**src/rtl/toy_dtcm_arb_if.sv**
```systemverilog
// Bundle of requester-side and memory-side signals around the DTCM arbiter.
// The slave modport is the arbiter's view; master is the environment's view
// (the LSU/debug requesters plus the DTCM macro).
interface toy_dtcm_arb_if #(
    parameter int NUM_REQ    = 2,
    parameter int ADDR_WIDTH = 32,
    parameter int DATA_WIDTH = 32,
    parameter int SB_WIDTH   = 8
);
    // Requester side
    logic [NUM_REQ-1:0]                  req_vld;
    logic [NUM_REQ-1:0]                  req_rdy;
    logic [NUM_REQ*ADDR_WIDTH-1:0]       req_addr;
    logic [NUM_REQ*DATA_WIDTH-1:0]       req_wr_data;
    logic [NUM_REQ*(DATA_WIDTH/8)-1:0]   req_wr_byte_en;
    logic [NUM_REQ-1:0]                  req_wr_en;
    logic [NUM_REQ*SB_WIDTH-1:0]         req_sideband;
    logic [NUM_REQ-1:0]                  rsp_vld;
    logic [DATA_WIDTH-1:0]               rsp_data;
    logic [SB_WIDTH-1:0]                 rsp_sideband;

    // Memory side
    logic                                mem_en;
    logic [ADDR_WIDTH-1:0]               mem_addr;
    logic [DATA_WIDTH-1:0]               mem_wr_data;
    logic [DATA_WIDTH/8-1:0]             mem_wr_byte_en;
    logic                                mem_wr_en;
    logic [DATA_WIDTH-1:0]               mem_rd_data;

    modport slave (
        input  req_vld, req_addr, req_wr_data, req_wr_byte_en, req_wr_en,
               req_sideband, mem_rd_data,
        output req_rdy, rsp_vld, rsp_data, rsp_sideband,
               mem_en, mem_addr, mem_wr_data, mem_wr_byte_en, mem_wr_en
    );

    modport master (
        output req_vld, req_addr, req_wr_data, req_wr_byte_en, req_wr_en,
               req_sideband, mem_rd_data,
        input  req_rdy, rsp_vld, rsp_data, rsp_sideband,
               mem_en, mem_addr, mem_wr_data, mem_wr_byte_en, mem_wr_en
    );
endinterface

```
**src/rtl/toy_dtcm_arb.sv**
```systemverilog
// DTCM port arbiter: picks at most one of NUM_REQ requesters per cycle
// (round-robin, or fixed priority with anti-starvation), drives the single
// memory port from the winner, and routes fixed-latency read data back to
// the requester that issued the read.
module toy_dtcm_arb #(
    parameter int NUM_REQ    = 2,
    parameter int ADDR_WIDTH = 32,
    parameter int DATA_WIDTH = 32,
    parameter int SB_WIDTH   = 8,
    parameter int RD_LAT     = 2,
    parameter int MAX_WAIT   = 7
) (
    input  logic              clk,
    input  logic              rst,
    input  logic              cfg_rr_en,
    toy_dtcm_arb_if.slave     bus
);

    localparam int PTR_W  = (NUM_REQ > 1) ? $clog2(NUM_REQ) : 1;
    localparam int BE_W   = DATA_WIDTH / 8;
    localparam int WCNT_W = (MAX_WAIT > 1) ? $clog2(MAX_WAIT + 1) : 1;

    // Saturating increment of a wait counter, clamped at MAX_WAIT.
    function automatic logic [WCNT_W-1:0] sat_inc(input logic [WCNT_W-1:0] v);
        if (v >= WCNT_W'(MAX_WAIT)) begin
            return WCNT_W'(MAX_WAIT);
        end
        return v + WCNT_W'(1);
    endfunction

    // Arbitration state
    logic [PTR_W-1:0]   rr_ptr;
    logic [WCNT_W-1:0]  wait_cnt [NUM_REQ];

    // Grant decision for the current cycle
    logic [NUM_REQ-1:0] gnt;
    logic [PTR_W-1:0]   gnt_idx;
    logic               gnt_any;
    logic               rd_push;

    // Read-tracking pipeline: stage k holds a read granted k+1 cycles ago
    logic               rd_vld_p [RD_LAT];
    logic [PTR_W-1:0]   rd_src_p [RD_LAT];
    logic [SB_WIDTH-1:0] rd_sb_p [RD_LAT];

    // Pick the winner: starved requesters first (fixed mode only), then
    // either round-robin from rr_ptr or lowest index.
    always_comb begin
        gnt     = '0;
        gnt_idx = '0;
        gnt_any = 1'b0;
        if (!rst) begin
            if (!cfg_rr_en) begin
                for (int i = 0; i < NUM_REQ; i++) begin
                    if (!gnt_any && bus.req_vld[i] &&
                        (wait_cnt[i] == WCNT_W'(MAX_WAIT))) begin
                        gnt_any = 1'b1;
                        gnt_idx = PTR_W'(i);
                    end
                end
                for (int i = 0; i < NUM_REQ; i++) begin
                    if (!gnt_any && bus.req_vld[i]) begin
                        gnt_any = 1'b1;
                        gnt_idx = PTR_W'(i);
                    end
                end
            end else begin
                for (int off = 0; off < NUM_REQ; off++) begin
                    if (!gnt_any &&
                        bus.req_vld[(int'(rr_ptr) + off) % NUM_REQ]) begin
                        gnt_any = 1'b1;
                        gnt_idx = PTR_W'((int'(rr_ptr) + off) % NUM_REQ);
                    end
                end
            end
            if (gnt_any) begin
                gnt[gnt_idx] = 1'b1;
            end
        end
    end

    assign bus.req_rdy = gnt;
    assign rd_push     = gnt_any && !bus.req_wr_en[gnt_idx];

    // Drive the memory port from the granted slice; all zero when idle.
    always_comb begin
        bus.mem_en         = 1'b0;
        bus.mem_addr       = '0;
        bus.mem_wr_data    = '0;
        bus.mem_wr_byte_en = '0;
        bus.mem_wr_en      = 1'b0;
        if (gnt_any) begin
            bus.mem_en         = 1'b1;
            bus.mem_addr       = bus.req_addr[int'(gnt_idx)*ADDR_WIDTH +: ADDR_WIDTH];
            bus.mem_wr_data    = bus.req_wr_data[int'(gnt_idx)*DATA_WIDTH +: DATA_WIDTH];
            bus.mem_wr_byte_en = bus.req_wr_byte_en[int'(gnt_idx)*BE_W +: BE_W];
            bus.mem_wr_en      = bus.req_wr_en[gnt_idx];
        end
    end

    // Round-robin pointer moves past every winner, in either mode, so a
    // mode switch picks up from a sensible place.
    always_ff @(posedge clk) begin
        if (rst) begin
            rr_ptr <= '0;
        end else if (gnt_any) begin
            rr_ptr <= PTR_W'((int'(gnt_idx) + 1) % NUM_REQ);
        end
    end

    // Count consecutive lost cycles per requester; cleared on grant or
    // when the requester drops its request.
    always_ff @(posedge clk) begin
        if (rst) begin
            for (int i = 0; i < NUM_REQ; i++) begin
                wait_cnt[i] <= '0;
            end
        end else begin
            for (int i = 0; i < NUM_REQ; i++) begin
                if (bus.req_vld[i] && !gnt[i]) begin
                    wait_cnt[i] <= sat_inc(wait_cnt[i]);
                end else begin
                    wait_cnt[i] <= '0;
                end
            end
        end
    end

    // Shift read bookkeeping along with the memory's own read latency;
    // reset drops anything in flight.
    always_ff @(posedge clk) begin
        if (rst) begin
            for (int k = 0; k < RD_LAT; k++) begin
                rd_vld_p[k] <= 1'b0;
                rd_src_p[k] <= '0;
                rd_sb_p[k]  <= '0;
            end
        end else begin
            // grant -> stage 0
            rd_vld_p[0] <= rd_push;
            rd_src_p[0] <= gnt_idx;
            rd_sb_p[0]  <= bus.req_sideband[int'(gnt_idx)*SB_WIDTH +: SB_WIDTH];
            // stage k-1 -> stage k
            for (int k = 1; k < RD_LAT; k++) begin
                rd_vld_p[k] <= rd_vld_p[k-1];
                rd_src_p[k] <= rd_src_p[k-1];
                rd_sb_p[k]  <= rd_sb_p[k-1];
            end
        end
    end

    // Last stage lines up with mem_rd_data: steer the response to its source.
    always_comb begin
        bus.rsp_vld      = '0;
        bus.rsp_data     = '0;
        bus.rsp_sideband = '0;
        if (!rst && rd_vld_p[RD_LAT-1]) begin
            bus.rsp_vld[rd_src_p[RD_LAT-1]] = 1'b1;
            bus.rsp_data                    = bus.mem_rd_data;
            bus.rsp_sideband                = rd_sb_p[RD_LAT-1];
        end
    end

endmodule

```
**src/flat_wrapper.sv**
```systemverilog
// flat-port wrapper written by rule: the top's interface ports become plain ports
module toy_dtcm_arb_flat 
#(
    parameter int NUM_REQ    = 2,
    parameter int ADDR_WIDTH = 32,
    parameter int DATA_WIDTH = 32,
    parameter int SB_WIDTH   = 8,
    parameter int RD_LAT     = 2,
    parameter int MAX_WAIT   = 7
)
  (clk, rst, cfg_rr_en, bus_req_vld, bus_req_addr, bus_req_wr_data, bus_req_wr_byte_en, bus_req_wr_en, bus_req_sideband, bus_mem_rd_data, bus_req_rdy, bus_rsp_vld, bus_rsp_data, bus_rsp_sideband, bus_mem_en, bus_mem_addr, bus_mem_wr_data, bus_mem_wr_byte_en, bus_mem_wr_en);
  toy_dtcm_arb_if #(.NUM_REQ(NUM_REQ), .ADDR_WIDTH(ADDR_WIDTH), .DATA_WIDTH(DATA_WIDTH), .SB_WIDTH(SB_WIDTH)) bus_i ();
  input  logic clk;
  input  logic rst;
  input  logic cfg_rr_en;
  input wire logic [$bits(bus_i.req_vld)-1:0] bus_req_vld;
  input wire logic [$bits(bus_i.req_addr)-1:0] bus_req_addr;
  input wire logic [$bits(bus_i.req_wr_data)-1:0] bus_req_wr_data;
  input wire logic [$bits(bus_i.req_wr_byte_en)-1:0] bus_req_wr_byte_en;
  input wire logic [$bits(bus_i.req_wr_en)-1:0] bus_req_wr_en;
  input wire logic [$bits(bus_i.req_sideband)-1:0] bus_req_sideband;
  input wire logic [$bits(bus_i.mem_rd_data)-1:0] bus_mem_rd_data;
  output wire logic [$bits(bus_i.req_rdy)-1:0] bus_req_rdy;
  output wire logic [$bits(bus_i.rsp_vld)-1:0] bus_rsp_vld;
  output wire logic [$bits(bus_i.rsp_data)-1:0] bus_rsp_data;
  output wire logic [$bits(bus_i.rsp_sideband)-1:0] bus_rsp_sideband;
  output wire logic [$bits(bus_i.mem_en)-1:0] bus_mem_en;
  output wire logic [$bits(bus_i.mem_addr)-1:0] bus_mem_addr;
  output wire logic [$bits(bus_i.mem_wr_data)-1:0] bus_mem_wr_data;
  output wire logic [$bits(bus_i.mem_wr_byte_en)-1:0] bus_mem_wr_byte_en;
  output wire logic [$bits(bus_i.mem_wr_en)-1:0] bus_mem_wr_en;
  assign bus_i.req_vld = bus_req_vld;
  assign bus_i.req_addr = bus_req_addr;
  assign bus_i.req_wr_data = bus_req_wr_data;
  assign bus_i.req_wr_byte_en = bus_req_wr_byte_en;
  assign bus_i.req_wr_en = bus_req_wr_en;
  assign bus_i.req_sideband = bus_req_sideband;
  assign bus_i.mem_rd_data = bus_mem_rd_data;
  assign bus_req_rdy = bus_i.req_rdy;
  assign bus_rsp_vld = bus_i.rsp_vld;
  assign bus_rsp_data = bus_i.rsp_data;
  assign bus_rsp_sideband = bus_i.rsp_sideband;
  assign bus_mem_en = bus_i.mem_en;
  assign bus_mem_addr = bus_i.mem_addr;
  assign bus_mem_wr_data = bus_i.mem_wr_data;
  assign bus_mem_wr_byte_en = bus_i.mem_wr_byte_en;
  assign bus_mem_wr_en = bus_i.mem_wr_en;
  toy_dtcm_arb #(.NUM_REQ(NUM_REQ), .ADDR_WIDTH(ADDR_WIDTH), .DATA_WIDTH(DATA_WIDTH), .SB_WIDTH(SB_WIDTH), .RD_LAT(RD_LAT), .MAX_WAIT(MAX_WAIT)) u_core (.clk(clk), .rst(rst), .cfg_rr_en(cfg_rr_en), .bus(bus_i));
endmodule
```
**config.mk**
```make
export PLATFORM = sky130hd
export DESIGN_NAME = toy_dtcm_arb_flat
export DESIGN_NICKNAME = d
export VERILOG_FILES = /design/src/rtl/toy_dtcm_arb_if.sv /design/src/rtl/toy_dtcm_arb.sv /design/src/flat_wrapper.sv
export SDC_FILE = /design/constraint.sdc
export NUM_CORES = 1
export LEC_CHECK = 0
export ABC_CLOCK_PERIOD_IN_PS = 2360
export BUFFER_PORTS_ARGS = -buffer_cell sky130_fd_sc_hd__buf_2
export CORE_AREA = 2 2 119 121
export DETAILED_ROUTE_END_ITERATION = 8
export DIE_AREA = 0 0 121 123
export GPL_TIMING_DRIVEN = 0
export PLACE_DENSITY_LB_ADDON = 0.15
export SYNTH_ARGS = -nofsm -noshare
export SYNTH_HDL_FRONTEND = slang
export SYNTH_SLANG_ARGS = --single-unit
```
**constraint.sdc**
```tcl
create_clock -name clk -period 2.36 [get_ports clk]
set_input_delay 0.354 -clock clk [delete_from_list [all_inputs] [get_ports clk]]
set_output_delay 0.354 -clock clk [all_outputs]
set_load 0.03 [all_outputs]
```
# == Word-level counts from Yosys, hierarchy flattened ==
# Memories as Yosys holds them, arrays and structs flattened.
# Cells that the tools add are included.
# totals
reg_bits,1
ram_bits,26
out_inout_bits,114
wordCells,140
n_memories,4
# memory_table
name,words,width,read_ports,rd_ports_with_merged_regs,wr,line_no,text
u_core.rd_sb_p,2,8,2,0,2,toy_dtcm_arb.sv:44,logic [SB_WIDTH-1:0] rd_sb_p [RD_LAT];
u_core.wait_cnt,2,3,2,0,2,toy_dtcm_arb.sv:33,logic [WCNT_W-1:0] wait_cnt [NUM_REQ];
u_core.rd_src_p,2,1,2,0,2,toy_dtcm_arb.sv:43,logic [PTR_W-1:0] rd_src_p [RD_LAT];
u_core.rd_vld_p,2,1,2,0,2,toy_dtcm_arb.sv:42,logic rd_vld_p [RD_LAT];
# op_classes
addsub,4
magnitude_cmp,9
eq_ne,2
shifts,4
mux,85
bitwise,11
reduce_logical,20
# ops
operator,count
64-bit by 7-bit variable part select with 32-bit output,2
32-bit two-way mux,3
1-bit two-way mux,61
3-bit two-way mux,12
8-bit two-way mux,3
16-bit by 5-bit variable part select with 8-bit output,1
1-bit logical AND,12
1-bit bitwise OR,10
1-bit zero test,8
1-bit by 2-bit less-than comparator with 1-bit output (second input constant),4
8-bit by 4-bit variable part select with 4-bit output,1
3-bit by 1-bit adder with 3-bit output (second input constant),2
3-bit == test (second input constant),2
3-bit >= comparator (second input constant),2
2-bit two-way mux,3
4-bit two-way mux,1
2-bit by 3-bit less-than comparator with 1-bit output (second input constant),1
1-bit adder (second input constant),2
1-bit demux with 1-bit select,2
1-bit >= comparator (second input constant),2
1-bit bitwise AND (first input constant),1

# == Longest topological paths before layout ==
# depth
depth_word,36
mapped_depth,7

# == Least setup slack after synthesis ==
# OpenSTA, ideal clock, no wires.
# synth_path
path_kind,flip-flop to output port
start,memory u_core.wait_cnt[0][0] (netlist name)
end,output port bus_mem_wr_byte_en[2]
t_arrival_ps,2158
required_time_ps,2006
path_slack_ps,-152
stages_incl_launch_ff,7
path_buffers,1
path_cell_list,edfxtp_1 -> ha_1 -> ha_1 -> or3b_1 -> a21boi_1 -> buf_4 -> mux2i_1
# synth_rtl
item,line_no,text
start: declaration,toy_dtcm_arb.sv:33,
end: declaration,flat_wrapper.sv:30,output wire logic [$bits(bus_i.mem_wr_byte_en)-1:0] bus_mem_wr_byte_en;

==> metrics <==
Final Cell Area=5340 um^2; drt total wl=13.5 mm; # rows=43; routed len/inst=15.2 um; clock group share of total power=0.202; First DRT Iteration DRCs=106; Synth top cells by count=76 x mux2i_1, 68 x nand2_1, 65 x o21ai_0; initial antenna violation count=3; ANT nets after route=0; WS Path Type=flop to primary output; number of fill cells=1455; share of the synthesized area in the top cell type=0.271; clk root buf=clkbuf_16; crit share post-route=1.05; Main synth FF type=dfxtp_1; MaxCap Viol Count=0; number of synthesized flops with an enable pin=3; Net Sw Power=0.000721 W; setup ws final=-0.112 ns; die area=14900 um^2; vias in the first global route=3927; H-tree depth=1; core box area=13600 um^2; Area after DPL=4570 um^2; largest cells by area after synthesis=mux2i_1 27%, dfxtp_1 17%, o21ai_0 12%; worst clock skew=0.00653 ns; Synth warnings=0; CP max FO=9; relative slew slack=0.639; sequential power share=0.262; register area share after synthesis=0.203; Final nets=905; num ports=305; crit path DAT=2.12 ns; Die W=121 um; Logic pwr share=0.536; worst vdd ir=0.000159 V; Max Freq=0.405 GHz; pin count of the biggest net entering global routing=17; most numerous cell in the Yosys netlist=mux2i_1; gr ovfl total=0; Util after Layout=0.392; RePlAce Congestion=0.791; FF/Latch Area=573 um^2; CP Data Required Time=2.01 ns; asr flop ratio synth=0; Skew-Pair Late Insertion Delay=0.26 ns; first-pass GRT wire length=19.4 mm; RSZ-0062 raised after global routing=yes; Final Hold Slack=0.354 ns; Int Pwr=0.00118 W; Clock transition at path regs=0.07 ns; CP endpoint kind=primary output; Syn Std Cell Area=2810 um^2; DR vias/cell=4.38; DR pass1 iterations=4; # setup viols final=65; Leakage=2.93 nW; Residual DRC=0; I/O Buffers=304; synthesized flop and latch total=27; worst slew pin tran=0.542 ns; worst hold path type=primary input to flop; Avg Inst Size Synth=7.34 um^2; CTS buffer count=3; layout cells sized above 1=0.522; clk buf depth=2; Clock Sinks=27; via count=3900; die height=123 um; starting density of the core=0.207; pwr/cell area=356 nW/um^2; CTS tree=done; Mapped Cells=383; total power=0.00190 W; Final Hold Viols=0; failing checks=setup timing; min Tclk post-route=2.47 ns; synth unique cells=33; GRT Overall Usage=0.165; hold buffer count at CTS=0; cell taking the most area after synthesis=mux2i_1; Final TNS setup=-5.23 ns; Layout Area Growth over Synthesis=89.8%; switching share of power=0.379; HPWL after detailed placement=11.2 mm; multi-input logic area=2220 um^2; status=finished with violations; critical path launch point type=flop; Slew Viols, Final=0
==> stage by stage <==
stage	std cells	worst slack, ns
after floorplan	385	-0.0207
final	890	-0.112
after CTS	884	-0.126
after detailed placement	869	-0.156
after global routing	890	-0.182
after global placement	869	-0.133
==> cells in the final DEF, fill, tap and decap left out, drive strengths merged <==
cell type	count
buf	332
mux2i	76
nand2	68
o21ai	67
and2	41
clkbuf	27
dfxtp	24
nand2b	16
nor2b	13
inv	11
nor2	4
ha	4
nor4b	3
a21oi	3
edfxtp	3
conb	3
nor3	2
a21boi	2
diode	1
o21bai	1
or3b	1
nor3b	1
a21bo	1
o211ai	1
o31ai	1
a31o	1
a31oi	1
nand3	1
o211a	1
==> layer usage <==
metal | vias up | global-route usage | share of wire
met5 | - | 0 | 0.0017
met1 | 1745 | 0.171 | 0.35
met4 | 4 | 0.0385 | 0.015
met2 | 192 | 0.328 | 0.54
li1 | 1943 | - | -
met3 | 16 | 0.0457 | 0.094
==> worst max-delay path: stages (launching register included) <==
cell	delay [ns]
edfxtp_1	0.40
ha_2	0.22
ha_4	0.17
nor3b_4	0.26
o21ai_4	0.13
buf_12	0.17
clkbuf_16	0.16
mux2i_1	0.16
buf_4	0.19
==> cell type report <==
type / instances / area share
Tap cell: 180 / 0.0422
Clock buffer: 3 / 0.0141
Timing Repair Buffer: 320 / 0.360
Antenna cell: 1 / 0.000469
Inverter: 10 / 0.00844
Buffer: 36 / 0.0502
Sequential cell: 27 / 0.107
Clock inverter: 1 / 0.00117
Multi-Input combinational cell: 312 / 0.416
==> power groups by stage <==
stage	clock network (W)	logic, W	registers (W)
final	0.000385	0.00102	0.000497
after global routing	0.000413	0.00110	0.000500
after CTS	0.000394	0.000991	0.000497
after detailed placement	0	0.000857	0.000507
after global placement	0	0.000851	0.000506
after floorplan	0	0.000517	0.000504
==> path summary, 6_finish.rpt <==
path,from,end,slack (ns),cells past startpoint
max,u_core.wait_cnt[0][0],bus_mem_wr_data[11],-0.11,8
min reg2reg,u_core.rd_src_p[0][0],u_core.rd_src_p[0][1],0.44,1
min,bus_req_sideband[12],u_core.rd_sb_p[0][4],0.35,3
max reg2reg,u_core.wait_cnt[0][0],u_core.wait_cnt[0][2],0.39,7
==> sequential cells by signal, summed over array words and instances, names as in the netlist <==
register and count:
u_core.wait_cnt 6, u_core.rd_sb_p 16, u_core.rr_ptr 1, u_core.rd_src_p 2, u_core.rd_vld_p 2
==> cell families (layout without fill, tap and decap cells) <==
family          Yosys count  count (layout)  synth area share
compound gates           79              79             0.153
fa+ha+maj                 4               4            0.0178
buf+inv                  46             370            0.0801
flops                    27              27             0.203
mux                      76              76             0.271
other cells               1               4           0.00133
simple gates            150             150             0.274
==> what timing repair did <==
| action | in CTS | in global routing |
|---|---|---|
| gates cloned | 1 | 1 |
| setup buffers | 10 | 5 |
| endpoints found under the setup margin | 78 | 80 |
| resized for setup | 114 | 35 |
| hold endpoints to repair | 0 | 0 |
| pin swaps | 5 | 7 |
Note: power is estimated with default switching activity, not from simulation.
